### src/rtl/uart_pkg.sv
`default_nettype none
// +--------------------------------------------------------------------+
// | uart_pkg : shared UART states, line levels and parity helper       |
// | Revision : 1.0                                                     |
// +--------------------------------------------------------------------+
package uart_pkg;

  localparam int   DATA_BITS   = 8;
  localparam logic START_LEVEL = 1'b0;
  localparam logic STOP_LEVEL  = 1'b1;
  localparam logic IDLE_LEVEL  = 1'b1;

  typedef enum logic [2:0] {
    IDLE   = 3'd0,
    START  = 3'd1,
    DATA   = 3'd2,
    PARITY = 3'd3,
    STOP   = 3'd4
  } tx_state_t;

  function automatic logic even_parity(input logic [DATA_BITS-1:0] b);
    return ^b;
  endfunction

endpackage
`default_nettype wire

### src/rtl/eight_bit_parity_generator.sv
`default_nettype none
// +--------------------------------------------------------------------+
// | eight_bit_parity_generator : byte -> {even parity, byte}           |
// | Revision : 1.0                                                     |
// +--------------------------------------------------------------------+
module eight_bit_parity_generator
  import uart_pkg::*;
(
  input  logic [7:0] data_in,
  output logic [8:0] frame_out
);

  assign frame_out = {even_parity(data_in), data_in};

endmodule
`default_nettype wire

### src/rtl/uart_parity_tx.sv
`default_nettype none
// +--------------------------------------------------------------------+
// | uart_parity_tx : 8E1 UART transmitter with registered line outputs |
// | Revision : 1.0                                                     |
// +--------------------------------------------------------------------+
module uart_parity_tx #(
  parameter int CLKS_PER_BIT = 434,
  parameter int DATA_BITS    = uart_pkg::DATA_BITS
) (
  input  logic       clk,
  input  logic       rst,
  input  logic       tx_start,
  input  logic [7:0] tx_data,
  output logic       tx_serial,
  output logic       tx_busy,
  output logic       tx_done
);
  import uart_pkg::*;

  localparam int CNT_W = $clog2(CLKS_PER_BIT);

  tx_state_t        state_q, state_d;
  logic [CNT_W-1:0] cnt_q, cnt_d;
  logic [2:0]       bit_idx_q, bit_idx_d;
  logic [7:0]       shift_q, shift_d;
  logic             parity_q, parity_d;
  logic             tx_serial_q, tx_serial_d;
  logic             tx_busy_q, tx_busy_d;
  logic             tx_done_q, tx_done_d;
  logic [8:0]       frame_w;
  logic             last_cycle_w;

  eight_bit_parity_generator u_parity_gen (
    .data_in   (tx_data),
    .frame_out (frame_w)
  );

  assign last_cycle_w = (cnt_q == CNT_W'(CLKS_PER_BIT - 1));

  always_ff @(posedge clk) begin
    if (rst) begin
      state_q     <= IDLE;
      cnt_q       <= '0;
      bit_idx_q   <= '0;
      shift_q     <= '0;
      parity_q    <= 1'b0;
      tx_serial_q <= IDLE_LEVEL;
      tx_busy_q   <= 1'b0;
      tx_done_q   <= 1'b0;
    end else begin
      state_q     <= state_d;
      cnt_q       <= cnt_d;
      bit_idx_q   <= bit_idx_d;
      shift_q     <= shift_d;
      parity_q    <= parity_d;
      tx_serial_q <= tx_serial_d;
      tx_busy_q   <= tx_busy_d;
      tx_done_q   <= tx_done_d;
    end
  end

  always_comb begin
    state_d   = state_q;
    cnt_d     = cnt_q;
    bit_idx_d = bit_idx_q;
    shift_d   = shift_q;
    parity_d  = parity_q;
    if (state_q == IDLE) begin
      if (tx_start) begin
        state_d   = START;
        cnt_d     = '0;
        bit_idx_d = '0;
        shift_d   = frame_w[7:0];
        parity_d  = frame_w[8];
      end
    end else if (last_cycle_w) begin
      cnt_d = '0;
      case (state_q)
        START: begin
          state_d   = DATA;
          bit_idx_d = '0;
        end
        DATA: begin
          if (bit_idx_q == 3'(DATA_BITS - 1)) state_d = PARITY;
          else                                 bit_idx_d = bit_idx_q + 3'd1;
        end
        PARITY:  state_d = STOP;
        default: state_d = IDLE;
      endcase
    end else begin
      cnt_d = cnt_q + CNT_W'(1);
    end
  end

  // Outputs are decoded from the next state so the line changes on the same edge as the state.
  always_comb begin
    tx_serial_d = IDLE_LEVEL;
    case (state_d)
      START:   tx_serial_d = START_LEVEL;
      DATA:    tx_serial_d = shift_d[bit_idx_d];
      PARITY:  tx_serial_d = parity_d;
      STOP:    tx_serial_d = STOP_LEVEL;
      default: tx_serial_d = IDLE_LEVEL;
    endcase
    tx_busy_d = (state_d != IDLE);
    tx_done_d = (state_q == STOP) && last_cycle_w;
  end

  assign tx_serial = tx_serial_q;
  assign tx_busy   = tx_busy_q;
  assign tx_done   = tx_done_q;

endmodule
`default_nettype wire

### config.mk
export PLATFORM = sky130hd
export DESIGN_NAME = uart_parity_tx
export DESIGN_NICKNAME = d
export VERILOG_FILES = /design/src/rtl/uart_pkg.sv /design/src/rtl/eight_bit_parity_generator.sv /design/src/rtl/uart_parity_tx.sv
export SDC_FILE = /design/constraint.sdc
export NUM_CORES = 1
export LEC_CHECK = 0
export ABC_CLOCK_PERIOD_IN_PS = 3450
export BUFFER_PORTS_ARGS = -buffer_cell sky130_fd_sc_hd__buf_2
export CORE_MARGIN = 2
export CORE_UTILIZATION = 55
export CTS_CLUSTER_DIAMETER = 200
export DETAILED_ROUTE_END_ITERATION = 10
export PLACE_DENSITY = 0.75
export SLEW_MARGIN = 0
export SYNTH_ARGS = -nofsm -noshare
export SYNTH_HDL_FRONTEND = slang
export SYNTH_SLANG_ARGS = --single-unit
export TNS_END_PERCENT = 100
### constraint.sdc
create_clock -name clk -period 3.45 [get_ports clk]
set_input_delay 0.5175 -clock clk [delete_from_list [all_inputs] [get_ports clk]]
set_output_delay 0.5175 -clock clk [all_outputs]
set_load 0.02 [all_outputs]
==> run metrics <==
status complete, no violations; first-pass iteration count of the detailed router 4; Synth Cell Area 1430 um^2; Sum Neg Setup Slack 0 ns; top post-synthesis cells by area dfxtp_1 (38%), a21oi_1 (6.6%), nand2_1 (5.8%), nor2_1 (5.5%), xnor2_1 (4.3%); CP Launch Type register; Max-Cap Viols 0; Syn-to-layout area delta 7.08%; placed wire-length estimate 2.14 mm; number of global-route vias before repair 1,126; worst r2r src cnt_q[0]; Reg area 541 um^2; Netlist cell types 41; Slew HR 56.9%; Hold Buf Count CTS 0; most frequent cell after synthesis dfxtp_1; final WL ~2.8 mm; Worst EP arrival between 2 and 3 ns; Slew Viols, Final 0; row count 18; ant diodes 0; crit path from cnt_q[0]; Synth async-reset ratio 0%; critical path type reg2reg; CP max stage cell or4_4; CTS tree done; placer congestion estimate 0.808; Worst Clk Skew 0.0150 ns; H-Tree Depth 1; Top FF cell, synth dfxtp_1; FF+latch count, synth 27; Seq/Total Area, Yosys 37.8%; r2r worst-path depth 8; setup bufs post-CTS 0; Clock Pin Slew Worst Setup and Hold Paths ~0.15 ns; clock buffer depth 2; post-synth top area share 37.8%; Core Footprint between 2000 and 2500 um^2; Worst setup EP type register; min cycle time layout 2.69 ns; GRT Residual Overflow 0; Clock Tree Root clkbuf_4; EDFF count, synth 0; RSZ-0062 raised after global routing no; Util after Layout between 60% and 70%; clock tree sinks 27; gate count after technology mapping around 180; initial antenna violation count 0; die width between 50 and 60 um; Remaining DRCs 0; Post-CTS Resized 0; worst min path class in2reg; Fin. Hold Viols 0; syn nets 191; Iter 0 DRT Violations 24; Post-DRT Antenna Nets 0; pwr/cell area 359 nW/um^2; CP dominant cell by count or4_4; Worst path top cell family by delay simple AND/OR/NAND/NOR gates; Final setup viols 0; crit path max fanout 12; worst slew pin tran between 0.6 and 0.7 ns; Hold EP shift_q[2]; layout cells sized above 1 14.6%; Die ar. between 3000 and 4000 um^2; nets@finish 200; Vias per Instance between 5 and 6; Die Ht 55.0 um; fmax 371 MHz; per-cell routed wire length 13.3 um; first-pass GRT wire length 4.81 mm; WP data required 3.66 ns; Leakage 0.553 nW; Ys Warns 0; Skew-Pair Late Insertion Delay 0.32 ns; GRT Util Overall a little over a fifth; cell taking the most area after synthesis dfxtp_1; port bufs 13; Worst VDD drop 0.000273 V; # fillers 246; hold path depth 3; FF-to-FF setup slack 0.76 ns; I/O Pins 14; CTS buffer count 3; total power about 0.55 mW; largest net degree at the start of global routing 27; worst r2r dst tx_serial; crit-path max cell delay roughly 0.56 ns; CP Cell Sequence ha_1 -> nand4_1 -> or4_4 -> or4_4 -> nand3_4 -> mux2_2 -> a221oi_1 -> o21ai_1; Commonest cells post-synth dfxtp_1 (27), nand2_1 (22), nor2_1 (21); Mean Syn Cell Area 8.09 um^2; Tcrit/Tclk final 78.1%; vias around 1,200; CP Buf/Inv Count 0; worst hold start tx_data[2]; initial core utilization 57.8%; area of the multi-input gates between 800 and 900 um^2
## registers in the layout, summed over array words and instances (netlist names)
name	count
bit_idx_q	3
cnt_q	9
parity_q	1
shift_q	8
state_q	3
tx_busy	1
tx_done	1
tx_serial	1
## report_power, final
| group | internal (mW) | switching (mW) |
|---|---|---|
| registers | 0.324 | 0.00825 |
| clock network | 0.0442 | 0.0916 |
| logic | 0.0346 | 0.0481 |
## worst max path at each step
| stage | endpoint | slack [ns] | depth (start not counted) |
|---|---|---|---|
| after floorplan | tx_serial | 0.99 | 8 |
| after CTS | tx_serial | 0.76 | 8 |
| after global placement | tx_serial | 0.83 | 8 |
| after global routing | tx_serial | 0.56 | 8 |
| after detailed placement | tx_serial | 0.76 | 8 |
| final | tx_serial | 0.76 | 8 |
## layout make-up
type	count	share of cell area, %
Tap cell	30	2.45
Clock inverter	1	0.490
Inverter	1	0.245
Sequential cell	27	35.3
Clock buffer	3	1.47
Timing Repair Buffer	14	4.73
Multi-Input combinational cell	139	55.3
## routing by layer
| metal | vias to the layer above | wire length, um | GRT usage [%] |
|---|---|---|---|
| met4 | 0 | 15 | 6.10 |
| li1 | 642 | - | - |
| met5 | - | 0 | 0 |
| met3 | 2 | 73 | 2.42 |
| met2 | 11 | 1380 | 39.3 |
| met1 | 571 | 1380 | 26.9 |
## cells by family (layout without fill, tap and decap cells)
kind of cell | count (synthesis) | count (layout) | share of synthesized area (%)
AO/OA/AOI/OAI | 42 | 42 | 17.9
adder cells (fa/ha/maj) | 3 | 3 | 2.62
multiplexers | 5 | 5 | 3.76
AND/OR/NAND/NOR | 82 | 82 | 30.7
XOR/XNOR | 7 | 7 | 4.28
flip-flops | 27 | 27 | 37.8
buffers and inverters | 11 | 19 | 2.97
## worst register-to-register path: cells and delay by family, from the launching register on
family                     cells  cell delay [ns]
DFF                            1             0.41
AOI/OAI and AO/OA              2             0.37
and+or+nand+nor                4             1.31
adders and majority gates      1             0.17
muxes                          1             0.35
## stage by stage
| step | worst slack [ns] | hold WS (ns) | cells | area, um^2 |
|---|---|---|---|---|
| 2_1_floorplan | 0.986 | 0.433 | 177 | 1430 |
| 3_3_place_gp | 0.833 | 0.444 | 211 | 1500 |
| 3_5_place_dp | 0.760 | 0.454 | 211 | 1500 |
| 4_1_cts | 0.759 | 0.415 | 215 | 1530 |
| 5_1_grt | 0.562 | 0.426 | 215 | 1530 |
| 6_report | 0.756 | 0.429 | 215 | 1530 |
## cell usage in the layout, fill, tap and decap left out, types with 2 or more instances in the layout
cell type  count
nor2_1        21
nor4_1         3
ha_1           3
buf_2         13
clkbuf_4       3
mux2i_1        2
dfxtp_1       27
xnor2_1        7
nand2b_1       5
or3_1          4
and3_1         4
o21ai_0        9
nor2b_1        3
a21oi_1       19
nor3_1         2
mux2_2         3
nand3_1        2
or4_4          2
and2_1         2
o21ai_1        2
nor3b_1        6
nand2_1       22
No activity file was read; power rests on OpenSTA's default activity.
